**src/rtl/pipeline_hazard_ctrl.sv**
```systemverilog
// Hazard sequencer for a 5-stage RV32I pipeline: stalls, bubbles, flushes, freezes and EX forwarding.
// Define HAZARD_PERF_EN to build the load-use / memory-freeze / flush performance counters.
module pipeline_hazard_ctrl #(
    parameter int MEM_TIMEOUT = 15,
    parameter int CNT_W       = 16
) (
    input  logic             clk,
    input  logic             reset,
    input  logic             id_valid,
    input  logic [4:0]       id_rs1,
    input  logic [4:0]       id_rs2,
    input  logic             id_use_rs1,
    input  logic             id_use_rs2,
    input  logic [4:0]       id_rd,
    input  logic             id_reg_write,
    input  logic             id_mem_read,
    input  logic             ex_branch_taken,
    input  logic             mem_req,
    input  logic             mem_ready,
    output logic             pc_write,
    output logic             ifid_write,
    output logic             ifid_flush,
    output logic             idex_bubble,
    output logic             pipe_freeze,
    output logic [1:0]       fwd_a,
    output logic [1:0]       fwd_b,
    output logic             mem_err,
    output logic [CNT_W-1:0] perf_lu,
    output logic [CNT_W-1:0] perf_mem,
    output logic [CNT_W-1:0] perf_flush
);

    localparam int WCNT_W = $clog2(MEM_TIMEOUT + 1);
    localparam logic [WCNT_W-1:0] TIMEOUT_VAL = WCNT_W'(MEM_TIMEOUT);

    typedef enum logic {
        ST_RUN  = 1'b0,
        ST_WAIT = 1'b1
    } state_t;

    genvar gi;

    state_t            state_q, state_d;
    logic [WCNT_W-1:0] wait_cnt_q, wait_cnt_d;
    logic              mem_err_q, mem_err_d;

    logic [4:0] idex_rd_q, idex_rd_d;
    logic [4:0] idex_rs1_q, idex_rs1_d;
    logic [4:0] idex_rs2_q, idex_rs2_d;
    logic       idex_rw_q, idex_rw_d;
    logic       idex_mr_q, idex_mr_d;
    logic [4:0] exmem_rd_q, exmem_rd_d;
    logic       exmem_rw_q, exmem_rw_d;
    logic [4:0] memwb_rd_q, memwb_rd_d;
    logic       memwb_rw_q, memwb_rw_d;

    logic at_timeout;
    logic freeze_raw;
    logic lu;

    // The freeze is released in the timeout cycle itself so the abandoned wait costs no extra cycle.
    assign at_timeout = (state_q == ST_WAIT) && (wait_cnt_q == TIMEOUT_VAL);
    assign freeze_raw = mem_req && !mem_ready && !at_timeout;

    assign lu = idex_mr_q && (idex_rd_q != 5'd0) && id_valid &&
                ((id_use_rs1 && (id_rs1 == idex_rd_q)) || (id_use_rs2 && (id_rs2 == idex_rd_q)));

    always_comb begin
        pc_write    = 1'b1;
        ifid_write  = 1'b1;
        ifid_flush  = 1'b0;
        idex_bubble = 1'b0;
        pipe_freeze = 1'b0;
        if (!reset) begin
            pc_write    = 1'b0;
            ifid_write  = 1'b0;
            ifid_flush  = 1'b1;
            idex_bubble = 1'b1;
        end else if (freeze_raw) begin
            pipe_freeze = 1'b1;
            pc_write    = 1'b0;
            ifid_write  = 1'b0;
        end else if (ex_branch_taken) begin
            ifid_flush  = 1'b1;
            idex_bubble = 1'b1;
        end else if (lu) begin
            pc_write    = 1'b0;
            ifid_write  = 1'b0;
            idex_bubble = 1'b1;
        end
    end

    // Operand forwarding: index 0 is rs1 (fwd_a), index 1 is rs2 (fwd_b); EX/MEM is the younger result.
    logic [4:0] idex_src [2];
    logic [1:0] fwd_sel  [2];

    assign idex_src[0] = idex_rs1_q;
    assign idex_src[1] = idex_rs2_q;

    for (gi = 0; gi < 2; gi++) begin : g_fwd
        assign fwd_sel[gi] =
            (exmem_rw_q && (exmem_rd_q != 5'd0) && (exmem_rd_q == idex_src[gi])) ? 2'b10 :
            (memwb_rw_q && (memwb_rd_q != 5'd0) && (memwb_rd_q == idex_src[gi])) ? 2'b01 :
                                                                                  2'b00;
    end

    assign fwd_a   = reset ? fwd_sel[0] : 2'b00;
    assign fwd_b   = reset ? fwd_sel[1] : 2'b00;
    assign mem_err = mem_err_q;

    always_comb begin
        idex_rd_d  = idex_rd_q;
        idex_rs1_d = idex_rs1_q;
        idex_rs2_d = idex_rs2_q;
        idex_rw_d  = idex_rw_q;
        idex_mr_d  = idex_mr_q;
        exmem_rd_d = exmem_rd_q;
        exmem_rw_d = exmem_rw_q;
        memwb_rd_d = memwb_rd_q;
        memwb_rw_d = memwb_rw_q;
        if (!freeze_raw) begin
            if (idex_bubble || !id_valid) begin
                idex_rd_d  = 5'd0;
                idex_rs1_d = 5'd0;
                idex_rs2_d = 5'd0;
                idex_rw_d  = 1'b0;
                idex_mr_d  = 1'b0;
            end else begin
                idex_rd_d  = id_rd;
                idex_rs1_d = id_rs1;
                idex_rs2_d = id_rs2;
                idex_rw_d  = id_reg_write;
                idex_mr_d  = id_mem_read;
            end
            exmem_rd_d = idex_rd_q;
            exmem_rw_d = idex_rw_q;
            memwb_rd_d = exmem_rd_q;
            memwb_rw_d = exmem_rw_q;
        end
    end

    // A wait also ends if MEM withdraws its request, so a stale count never raises a false timeout.
    always_comb begin
        state_d    = state_q;
        wait_cnt_d = wait_cnt_q;
        mem_err_d  = mem_err_q;
        case (state_q)
            ST_RUN: begin
                if (mem_req && !mem_ready) begin
                    state_d    = ST_WAIT;
                    wait_cnt_d = WCNT_W'(1);
                end
            end
            ST_WAIT: begin
                if (mem_ready || !mem_req) begin
                    state_d    = ST_RUN;
                    wait_cnt_d = '0;
                end else if (at_timeout) begin
                    state_d    = ST_RUN;
                    wait_cnt_d = '0;
                    mem_err_d  = 1'b1;
                end else begin
                    wait_cnt_d = wait_cnt_q + WCNT_W'(1);
                end
            end
            default: begin
                state_d    = ST_RUN;
                wait_cnt_d = '0;
            end
        endcase
    end

    always_ff @(posedge clk) begin
        if (!reset) begin
            state_q    <= ST_RUN;
            wait_cnt_q <= '0;
            mem_err_q  <= 1'b0;
            idex_rd_q  <= 5'd0;
            idex_rs1_q <= 5'd0;
            idex_rs2_q <= 5'd0;
            idex_rw_q  <= 1'b0;
            idex_mr_q  <= 1'b0;
            exmem_rd_q <= 5'd0;
            exmem_rw_q <= 1'b0;
            memwb_rd_q <= 5'd0;
            memwb_rw_q <= 1'b0;
        end else begin
            state_q    <= state_d;
            wait_cnt_q <= wait_cnt_d;
            mem_err_q  <= mem_err_d;
            idex_rd_q  <= idex_rd_d;
            idex_rs1_q <= idex_rs1_d;
            idex_rs2_q <= idex_rs2_d;
            idex_rw_q  <= idex_rw_d;
            idex_mr_q  <= idex_mr_d;
            exmem_rd_q <= exmem_rd_d;
            exmem_rw_q <= exmem_rw_d;
            memwb_rd_q <= memwb_rd_d;
            memwb_rw_q <= memwb_rw_d;
        end
    end

`ifdef HAZARD_PERF_EN
    logic             perf_ev  [3];
    logic [CNT_W-1:0] perf_cnt [3];

    assign perf_ev[0] = lu;
    assign perf_ev[1] = pipe_freeze;
    assign perf_ev[2] = ifid_flush;

    for (gi = 0; gi < 3; gi++) begin : g_perf
        logic [CNT_W-1:0] cnt_q, cnt_d;

        always_comb begin
            cnt_d = cnt_q;
            if (perf_ev[gi] && (cnt_q != {CNT_W{1'b1}})) begin
                cnt_d = cnt_q + CNT_W'(1);
            end
        end

        always_ff @(posedge clk) begin
            if (!reset) begin
                cnt_q <= '0;
            end else begin
                cnt_q <= cnt_d;
            end
        end

        assign perf_cnt[gi] = cnt_q;
    end

    assign perf_lu    = perf_cnt[0];
    assign perf_mem   = perf_cnt[1];
    assign perf_flush = perf_cnt[2];
`else
    assign perf_lu    = '0;
    assign perf_mem   = '0;
    assign perf_flush = '0;
`endif

endmodule

```
**config.mk**
```make
export PLATFORM = sky130hd
export DESIGN_NAME = pipeline_hazard_ctrl
export DESIGN_NICKNAME = d
export VERILOG_FILES = /design/src/rtl/pipeline_hazard_ctrl.sv
export SDC_FILE = /design/constraint.sdc
export NUM_CORES = 1
export LEC_CHECK = 0
export CAP_MARGIN = 10
export CORE_ASPECT_RATIO = 0.6
export CORE_MARGIN = 3
export CORE_UTILIZATION = 28
export CTS_BUF_LIST = sky130_fd_sc_hd__clkbuf_8
export CTS_CLUSTER_DIAMETER = 80
export CTS_CLUSTER_SIZE = 14
export DETAILED_ROUTE_END_ITERATION = 6
export SETUP_SLACK_MARGIN = 0.5
export SLEW_MARGIN = 20
export SYNTH_ARGS = -nofsm -noshare
export SYNTH_HDL_FRONTEND = slang
export SYNTH_SLANG_ARGS = --single-unit
```
**constraint.sdc**
```tcl
create_clock -name clk -period 4.64 [get_ports clk]
set_input_delay 0.928 -clock clk [delete_from_list [all_inputs] [get_ports clk]]
set_output_delay 0.928 -clock clk [all_outputs]
set_load 0.05 [all_outputs]
```
; After elaboration in Yosys (flattened, before gate mapping)
; Index checks and enable logic that the tools add are counted.
[totals]
word_cells = 80
register_bits = 35
[classes]
n_eq_ne = 8
n_reduce_logical = 25
add_sub_neg = 1
mux = 32
bitwise = 2
[ops]
columns = cell, n
row1 = $eq A5 B5 Y1, 6
row2 = $mux W1, 20
row3 = $mux W5, 3
row4 = $reduce_bool A5 Y1, 3
row5 = $logic_and A1 B1 Y1, 14
row6 = $mux W4, 3
row7 = $mux W2, 4
row8 = $pmux W4 S2, 1
row9 = $add A4 B1 Y4 const B, 1
row10 = $eq A4 B4 Y1 const B, 1
row11 = $logic_not A1 Y1, 4
row12 = $logic_or A1 B1 Y1, 3
row13 = $reduce_and A3 Y1, 1
row14 = $ne A2 B2 Y1 const B, 1
row15 = $not A1 Y1, 2
row16 = $pmux W1 S2, 1

; Longest topological paths before layout
; Gate-level depths: netlist (run 1).
[depth]
depth_word = 10
mapped_depth = 8

; Least setup slack after synthesis (run 1)
; OpenSTA, ideal clock, no wires.
[synth_timing]
path_kind = input -> output
startpoint = input port reset
endpoint = output port fwd_a[0]
t_arrival_ns = 2.976
slack_ns = 0.736
path_stages = 3
path_cell_list = o211ai_1 or4_1 nor4_1
[synth_between]
elab_chain_len = 1
[synth_rtl]
columns = element, line
row1 = "start, declared", 8  ; input logic reset,
row2 = $mux W2, 107  ; assign fwd_a = reset ? fwd_sel[0] : 2'b00;
row3 = "end, declared", 25  ; output logic [1:0] fwd_a,
; No other way between the ends.

; Final worst setup path (run 1)
[layout_timing]
startpoint = input port mem_ready
endpoint = output port idex_bubble
[layout_between]
elab_chain_len = 5
[layout_rtl]
columns = element, line
row1 = "start, declared", 19  ; input logic mem_ready,
row2 = $logic_not A1 Y1, 63  ; assign freeze_raw = mem_req && !mem_ready && !at_timeout;
row3 = $logic_and A1 B1 Y1 (2 in a row), 63
row4 = $mux W1, 79  ; end else if (freeze_raw) begin
row5 = $mux W1, 74  ; if (!reset) begin
row6 = "end, declared", 23  ; output logic idex_bubble,
; No other way between the ends.

==> flow_metrics.py, run 1 <==
metrics = {
    "job": {
        "cap_violations": 0,
    },
    "placement": {
        "hpwl_mm": 4.33,
        "io_buffers": 34,
        "postPlaceCellArea_mm2": 0.00246,
        "place_congestion": 0.860,
    },
    "hold_path": {
        "min_path_type": "flip-flop to flip-flop",
        "whs_endpoint": "memwb_rw_q",
        "min_path_cells": 2,
        "min_from": "memwb_rw_q",
    },
    "sta": {
        "tightest_slew_ns": 0.617,
        "grt_setup_unrepaired": "false",
        "clock_skew_ns": 0.00922,
        "fin_crit_ns": 3.98,
        "slew_headroom": 0.588,
        "finalSetupTns_ns": 0,
        "setup_viol": 0,
        "fmax_ghz": 0.251,
        "hold_viol_final": 0,
        "worst_hold_slack_ns": 0.472,
        "period_share": 0.857,
        "final_max_slew_viol_count": 0,
    },
    "global_routing": {
        "grt_overflow_total": 0,
        "grt_pass1_vias": 1604,
        "grt_pass1_wl_mm": 8.67,
        "grt_start_max_net_pins": 35,
        "antenna_found_initial": 0,
        "grtUsageTotal": 0.122,
    },
    "die": {
        "die_h_um": 75.2,
        "rows": 24,
        "die_x_um": 121,
        "core-area_mm2": 0.00751,
        "die_area_mm2": 0.00912,
        "ios": 83,
        "start_util": 0.298,
    },
    "pwr": {
        "sw_frac_of_total": 0.366,
        "vdd_drop_max_mv": 0.0940,
        "netSwitchingPower_mw": 0.270,
        "power_mw": 0.736,
        "p_clk_frac": 0.291,
        "combPwrFrac": 0.261,
        "pwr_density_cell_mw_per_mm2": 289,
        "pwr-share-seq": 0.448,
        "internal-power_mw": 0.466,
        "p_leak_nw": 1.01,
    },
    "logic_synthesis": {
        "syn_inst": 270,
        "syn_area_mm2": 0.00223,
        "yosysUniqueCellTypes": 43,
        "ys_ff_latch": 35,
        "yosysSeqAreaShare": 0.314,
        "synth_top_area_share": 0.314,
        "synth-main-ff-cell": "dfxtp_1",
        "synth-edff-count": 0,
        "ys_warn_count": 0,
        "yosysTopAreaCell": "dfxtp_1",
        "synth.top_cells.by_area": "dfxtp_1 31%, buf_4 17%, nand2_1 7.2%",
        "async_reset_ff_frac": 0,
        "synth_common_cells": "51 x buf_4, 43 x nand2_1, 35 x dfxtp_1",
        "syn_area_per_cell_um2": 8.27,
        "synthMostInstantiatedCell": "buf_4",
    },
    "routing": {
        "drc": 0,
        "vias_per_cell": 4.56,
        "ant_nets": 0,
        "dr.pass1.iters": 4,
        "drt_wl_total_mm": 5.53,
        "first_iter_violations": 139,
        "wl_per_cell_um": 13.7,
        "vias": 1847,
    },
    "cells_and_area": {
        "final_nets": 326,
        "drive_above_1_share": 0.0664,
        "fin_area_mm2": 0.00255,
        "multiInputGateArea_mm2": 0.00127,
        "syn_to_final_growth_pct": 14.1,
        "utilization": 0.339,
        "insertedDiodeCount": 0,
        "fillers": 800,
        "regArea_um2": 701,
    },
    "cts": {
        "cts_htree_levels": 2,
        "cts_resized": 0,
        "ctsHoldBuffers": 0,
        "cts_inserted_buffers": 5,
        "cts_setup_buffers": 0,
        "clock_latency_ns": 0.29,
        "clk_pin_slew_ns": 0.07,
        "cts_tree": "built",
        "cts-root-buf": "clkbuf_8",
        "cts.sinks": 35,
        "clockBufferDepth": 2,
    },
    "setup_path": {
        "slowest_delay_ns": 0.79,
        "critPathCaptureType": "output pin",
        "cp_top_family": "buffers and inverters",
        "rrSetupSlack_ns": 2.68,
        "worstPathCellList": "clkdlybuf4s50_1 > nand2b_1 > nor2_1 > o21ai_0 > a21o_1 > clkdlybuf4s50_1",
        "slowest_stage": "clkdlybuf4s50_1",
        "r2r-start": "wait_cnt_q[0]",
        "critPathKind": "primary input to output pin",
        "cp_max_fo": 4,
        "critical_path_required_ns": 3.71,
        "arrival_ns": 3.05,
        "r2r_cells": 5,
        "crit_buf_inv": 2,
        "cpMostUsedCell": "clkdlybuf4s50_1",
        "critPathLaunchType": "primary input",
        "worstReg2RegEnd": "idex_rs1_q[0]",
    },
    "outcome": {
        "outcome": "completed",
    },
}
## layout by cell type (no fill, tap or decap), types with 2 or more instances in the layout
cell and n:
a21oi_1 14, a32oi_1 17, and2_1 2, buf_4 5
clkbuf_8 5, clkdlybuf4s50_1 32, clkinv_2 3, conb_1 48
dfxtp_1 35, nand2_1 43, nand2b_1 2, nand3_1 3
nand4_1 2, nor2_1 6, nor3b_1 3, nor4_1 4
o21ai_0 4, o21ai_1 18, or4_1 4, xnor2_1 16
xor2_1 14
## metal layers
metal | GRT usage | part of all wire | wire length [um]
met1 | 0.196 | 0.52 | 2870
met2 | 0.152 | 0.40 | 2190
met3 | 0.0345 | 0.080 | 442
met4 | 0.0298 | 0.0049 | 27
met5 | 0 | 0 | 0
## flip-flops by register name (all words and copies together), names as in the netlist
name / flops
mem_err: 1
idex_rs2_q: 5
state_q: 1
exmem_rw_q: 1
idex_rd_q: 5
wait_cnt_q: 4
idex_rw_q: 1
idex_rs1_q: 5
exmem_rd_q: 5
memwb_rd_q: 5
memwb_rw_q: 1
idex_mr_q: 1
## how the worst max path moves through the flow
stage / startpoint / endpoint / slack [ns] / cells past startpoint
floorplan: reset / fwd_a[0] / 0.74 / 3
global placement: mem_ready / idex_bubble / 0.65 / 6
detailed placement: mem_ready / idex_bubble / 0.72 / 6
CTS: mem_ready / idex_bubble / 0.70 / 6
global route: mem_ready / idex_bubble / 0.56 / 6
finish: mem_ready / idex_bubble / 0.66 / 6
## power by group through the flow
stage | clock, mW | combinational (mW) | sequential (mW)
3_3_place_gp | 0 | 0.190 | 0.336
2_1_floorplan | 0 | 0.182 | 0.330
5_1_grt | 0.232 | 0.206 | 0.332
4_1_cts | 0.219 | 0.191 | 0.329
6_report | 0.214 | 0.192 | 0.330
3_5_place_dp | 0 | 0.190 | 0.336
## per-stage QoR
step / cells / setup WS, ns
after detailed placement: 397 / 0.723
after global placement: 397 / 0.653
after global routing: 405 / 0.565
final: 405 / 0.664
after floorplan: 317 / 0.736
after CTS: 405 / 0.702
## worst min-delay path: stages, from the launching register on
cell     delay [ns]
dfxtp_1        0.32
nand2_1        0.06
a21oi_1        0.05
## kinds of logic after synthesis
family / after synthesis / synth area share
AOI/OAI and AO/OA: 62 / 0.188
xor gates and xnor gates: 30 / 0.118
adders and majority gates: 1 / 0.00560
buffers and inverters: 63 / 0.198
DFF: 35 / 0.314
other: 1 / 0.00168
and+or+nand+nor: 78 / 0.175
## final cells by class
type | count | share of cell area
multi-input combinational | 219 | 0.498
sequential | 35 | 0.275
timing repair buffer | 37 | 0.140
tap | 104 | 0.0511
clock buffer | 5 | 0.0270
clock inverter | 3 | 0.00589
inverter | 2 | 0.00295
Power figures use the tool's default switching activity.
==> run 2: changes to the inputs <==
--- a/config.mk
+++ b/config.mk
@@ -6,6 +6,8 @@
 export NUM_CORES = 1
 export LEC_CHECK = 0
 export CAP_MARGIN = 10
+export CELL_PAD_IN_SITES_DETAIL_PLACEMENT = 0
+export CELL_PAD_IN_SITES_GLOBAL_PLACEMENT = 1
 export CORE_ASPECT_RATIO = 0.6
 export CORE_MARGIN = 3
 export CORE_UTILIZATION = 28
@@ -13,8 +15,10 @@
 export CTS_CLUSTER_DIAMETER = 80
 export CTS_CLUSTER_SIZE = 14
 export DETAILED_ROUTE_END_ITERATION = 6
+export PLACE_DENSITY_LB_ADDON = 0.1
 export SETUP_SLACK_MARGIN = 0.5
 export SLEW_MARGIN = 20
 export SYNTH_ARGS = -nofsm -noshare
 export SYNTH_HDL_FRONTEND = slang
 export SYNTH_SLANG_ARGS = --single-unit
+export TNS_END_PERCENT = 100
==> run 2 against run 1 <==
  * First-iteration DRC count up 4.3%
  * Routed wire length up 9.3%
  * Combinational power about the same
  * Via count up 0.11%
  * Final area up 1.4%
  * Non-clock buffer count up 1
  * Fmax up 2.2%
  * Global-route usage up 1.4 points
  * Critical path depth unchanged
  * Worst setup slack better by 0.087 ns
  * Worst hold slack worse by 0.0044 ns
  * Highest routed layer unchanged
==> flow_metrics.py, run 2 (same netlist as run 1, synthesis figures left out) <==
metrics = {
    "cts": {
        "cts_tree": "built",
        "clock_latency_ns": 0.29,
        "cts_setup_buffers": 0,
        "clockBufferDepth": 2,
        "cts_inserted_buffers": 5,
        "cts-root-buf": "clkbuf_8",
        "clk_pin_slew_ns": 0.08,
        "cts_resized": 0,
        "cts_htree_levels": 2,
        "ctsHoldBuffers": 0,
        "cts.sinks": 35,
    },
    "setup_path": {
        "r2r-start": "wait_cnt_q[0]",
        "critical_path_required_ns": 3.71,
        "critPathKind": "primary input to output pin",
        "arrival_ns": 2.96,
        "critPathLaunchType": "primary input",
        "critPathCaptureType": "output pin",
        "cp-endpoint": "idex_bubble",
        "cp_max_fo": 3,
        "rrSetupSlack_ns": 2.61,
        "worstReg2RegEnd": "idex_rs2_q[0]",
        "r2r_cells": 5,
        "crit_start": "id_rs1[2]",
    },
    "global_routing": {
        "grtUsageTotal": 0.136,
        "grt_pass1_wl_mm": 9.39,
        "antenna_found_initial": 0,
        "grt_overflow_total": 0,
        "grt_pass1_vias": 1616,
        "grt_start_max_net_pins": 35,
    },
    "routing": {
        "vias": 1849,
        "drt_wl_total_mm": 6.05,
        "ant_nets": 0,
        "vias_per_cell": 4.55,
        "dr.pass1.iters": 4,
        "wl_per_cell_um": 14.9,
        "first_iter_violations": 145,
        "drc": 0,
    },
    "outcome": {
        "outcome": "completed",
    },
    "sta": {
        "tightest_slew_ns": 0.676,
        "final_max_slew_viol_count": 0,
        "period_share": 0.838,
        "finalSetupTns_ns": 0,
        "hold_viol_final": 0,
        "slew_headroom": 0.549,
        "clock_skew_ns": 0.00530,
        "fmax_ghz": 0.257,
        "setup_viol": 0,
        "fin_crit_ns": 3.89,
        "grt_setup_unrepaired": "false",
    },
    "die": {
        "die_x_um": 121,
        "core-area_mm2": 0.00751,
        "rows": 24,
        "die_area_mm2": 0.00912,
        "die_h_um": 75.2,
        "start_util": 0.298,
        "ios": 83,
    },
    "placement": {
        "place_congestion": 0.846,
        "dp.cells": 398,
        "io_buffers": 34,
        "hpwl_mm": 4.61,
    },
    "cells_and_area": {
        "regArea_um2": 701,
        "multiInputGateArea_mm2": 0.00127,
        "syn_to_final_growth_pct": 15.7,
        "insertedDiodeCount": 0,
        "final_common_cell": "conb_1",
        "final_nets": 327,
        "fillers": 824,
        "drive_above_1_share": 0.0695,
        "final_cell_mix": "48 x conb_1, 43 x nand2_1, 35 x dfxtp_1, 32 x clkdlybuf4s50_1, 18 x o21ai_1",
        "fin_cells": 406,
    },
    "pwr": {
        "vdd_drop_max_mv": 0.118,
        "p_leak_nw": 1.02,
        "pwr_density_cell_mw_per_mm2": 312,
    },
    "job": {
        "cap_violations": 0,
    },
    "hold_path": {
        "min_path_type": "flip-flop to flip-flop",
    },
}
==> run 2: through the flow <==
step	power [mW]	instance area [um2]	util	hold WS, ns	setup slack [ns]
after floorplan	0.512	2410	-	0.432	0.736
after global placement	0.531	2470	0.329	0.442	0.733
after detailed placement	0.530	2470	0.329	0.451	0.735
after CTS	0.817	2580	0.344	0.469	0.730
after global routing	0.845	2580	0.344	0.492	0.606
final	0.805	2580	0.344	0.468	0.751
==> run 2: how the worst min path moves through the flow <==
stage	depth (start not counted)	startpoint	slack (ns)	endpoint
after floorplan	2	memwb_rw_q	0.43	memwb_rw_q
after global placement	2	memwb_rw_q	0.44	memwb_rw_q
after detailed placement	2	idex_rw_q	0.45	exmem_rw_q
after CTS	2	idex_rw_q	0.47	exmem_rw_q
after global routing	2	idex_rw_q	0.49	exmem_rw_q
final	2	idex_rw_q	0.47	exmem_rw_q
==> run 2: per-layer routing <==
| layer | global-route usage | wire length, um |
|---|---|---|
| met5 | 0 | 0 |
| met4 | 0.0298 | 34 |
| met3 | 0.0338 | 430 |
| met2 | 0.168 | 2310 |
| met1 | 0.224 | 3270 |
==> run 2: where the power goes <==
part	total [mW]	leakage, nW	internal, mW	switching [mW]
Sequential	0.329	0.285	0.312	0.0171
Combinational	0.194	0.677	0.0517	0.143
Clock	0.282	0.0581	0.160	0.122
==> run 2: cell type report <==
| cell class | instances | area share |
|---|---|---|
| multi-input cells | 219 | 0.491 |
| flip-flops and latches | 35 | 0.271 |
| repair buffers | 38 | 0.141 |
| well taps | 104 | 0.0504 |
| clock buffers | 5 | 0.0266 |
| clock inverters | 3 | 0.0169 |
| inverters | 2 | 0.00291 |
==> run 2: critical path, cell delays in order <==
cell and delay, ns:
clkdlybuf4s50_1 0.57, xnor2_1 0.14, nand4_1 0.12, o22ai_2 0.26, a21o_1 0.14, clkdlybuf4s50_1 0.79
==> run 3: changes to the inputs <==
==> constraint.sdc (replaced) <==
create_clock -name clk -period 3.6 [get_ports clk]
set_input_delay 0.72 -clock clk [delete_from_list [all_inputs] [get_ports clk]]
set_output_delay 0.72 -clock clk [all_outputs]
set_load 0.05 [all_outputs]
==> run 3 against run 2 <==
  * Final area rose by 2.3%
  * Sequential power rose by 29%
  * Largest power group unchanged
  * Core utilization rose by 0.80 points
  * Clock-buffer cell count rose by 2
==> flow_metrics.py, run 3 (same netlist as run 1, synthesis figures left out) <==
metrics = {
    "global_routing": {
        "grt_overflow_total": 0,
        "antenna_found_initial": 0,
        "grt_start_max_net_pins": 35,
        "grtUsageTotal": 0.131,
        "grt_pass1_vias": 1584,
        "grt_pass1_wl_mm": 9.13,
    },
    "cts": {
        "clock_latency_ns": 0.29,
        "cts_tree": "built",
        "clk_pin_slew_ns": 0.07,
        "clockBufferDepth": 2,
        "cts_inserted_buffers": 5,
        "cts-root-buf": "clkbuf_8",
        "cts_htree_levels": 2,
        "cts.sinks": 35,
        "ctsHoldBuffers": 0,
        "cts_setup_buffers": 0,
    },
    "setup_path": {
        "worstReg2RegEnd": "idex_rd_q[4]",
        "critPathLaunchType": "primary input",
        "r2r-start": "wait_cnt_q[0]",
        "critPathKind": "primary input to output pin",
        "critPathCaptureType": "output pin",
        "cp-endpoint": "fwd_a[0]",
        "crit_start": "reset",
        "r2r_cells": 6,
        "arrival_ns": 2.31,
        "critical_path_required_ns": 2.88,
        "cp_max_fo": 2,
        "rrSetupSlack_ns": 1.76,
    },
    "sta": {
        "final_max_slew_viol_count": 0,
        "finalSetupTns_ns": 0,
        "tightest_slew_ns": 0.505,
        "worst_hold_slack_ns": 0.458,
        "period_share": 0.841,
        "clock_skew_ns": 0.00617,
        "grt_setup_unrepaired": "true",
        "setup_viol": 0,
        "fin_crit_ns": 3.03,
        "fmax_ghz": 0.330,
        "slew_headroom": 0.663,
        "hold_viol_final": 0,
        "fin_ws_ns": 0.573,
    },
    "cells_and_area": {
        "fillers": 815,
        "final_common_cell": "conb_1",
        "multiInputGateArea_mm2": 0.00128,
        "final_nets": 330,
        "utilization": 0.352,
        "insertedDiodeCount": 0,
        "final_cell_mix": "48 x conb_1, 43 x nand2_1, 35 x dfxtp_1, 25 x clkdlybuf4s50_1, 19 x o21ai_1",
        "regArea_um2": 701,
        "drive_above_1_share": 0.0984,
        "syn_to_final_growth_pct": 18.4,
    },
    "pwr": {
        "pwr_density_cell_mw_per_mm2": 381,
        "combPwrFrac": 0.253,
        "pwr-share-seq": 0.422,
        "sw_frac_of_total": 0.358,
        "vdd_drop_max_mv": 0.126,
        "p_leak_nw": 1.06,
        "power_mw": 1.01,
        "netSwitchingPower_mw": 0.360,
        "p_clk_frac": 0.325,
        "internal-power_mw": 0.647,
    },
    "job": {
        "cap_violations": 0,
    },
    "die": {
        "core-area_mm2": 0.00751,
        "die_area_mm2": 0.00912,
        "rows": 24,
        "ios": 83,
        "die_x_um": 121,
        "die_h_um": 75.2,
        "start_util": 0.298,
    },
    "routing": {
        "ant_nets": 0,
        "vias": 1851,
        "wl_per_cell_um": 14.7,
        "drc": 0,
        "vias_per_cell": 4.53,
        "drt_wl_total_mm": 6.01,
        "dr.pass1.iters": 4,
        "first_iter_violations": 131,
    },
    "hold_path": {
        "min_path_type": "flip-flop to flip-flop",
    },
    "placement": {
        "place_ws_ns": 0.554,
        "hpwl_mm": 4.61,
        "io_buffers": 34,
        "place_congestion": 0.808,
    },
    "outcome": {
        "outcome": "completed",
    },
}
run 3: worst min path at each step:
stage	startpoint	to	slack [ns]	cells after the start
after floorplan	memwb_rw_q	memwb_rw_q	0.43	2
after global placement	memwb_rw_q	memwb_rw_q	0.46	2
after detailed placement	memwb_rw_q	memwb_rw_q	0.46	2
after CTS	memwb_rw_q	memwb_rw_q	0.46	2
after global routing	memwb_rw_q	memwb_rw_q	0.48	2
final	memwb_rw_q	memwb_rw_q	0.46	2
run 3: per-stage QoR:
stage | instance area [um2] | instances
after floorplan | 2420 | 317
after global placement | 2540 | 401
after detailed placement | 2540 | 401
after CTS | 2640 | 409
after global routing | 2640 | 409
final | 2640 | 409
run 3: worst max-delay path, cell delays in order:
cell	delay, ns
clkdlybuf4s50_1	0.49
o211ai_1	0.10
or4_1	0.56
nor4_2	0.26
buf_12	0.18
run 3: final cells by class:
type,count,share of cell area
Multi-Input combinational cell,219,0.484
Sequential cell,35,0.265
Timing Repair Buffer,41,0.160
Tap cell,104,0.0492
Clock buffer,7,0.0364
Clock inverter,1,0.00284
Inverter,2,0.00284
run 3: repair_timing:
action                     4_1_cts  5_1_grt
hold endpoints to repair         0        0
resized for setup                2        0
setup endpoints to repair        2        1
run 3: power by group through the flow:
stage	combinational, mW	clock, mW	sequential [mW]
2_1_floorplan	0.235	0	0.425
3_3_place_gp	0.254	0	0.435
3_5_place_dp	0.254	0	0.434
4_1_cts	0.254	0.336	0.425
5_1_grt	0.271	0.352	0.427
6_report	0.255	0.327	0.425
run 3: per-layer routing:
metal,global-route usage,vias to the layer above,share of wire
li1,-,913,-
met1,0.217,871,0.54
met2,0.161,62,0.40
met3,0.0308,5,0.053
met4,0.0298,0,0.0070
met5,0,-,0
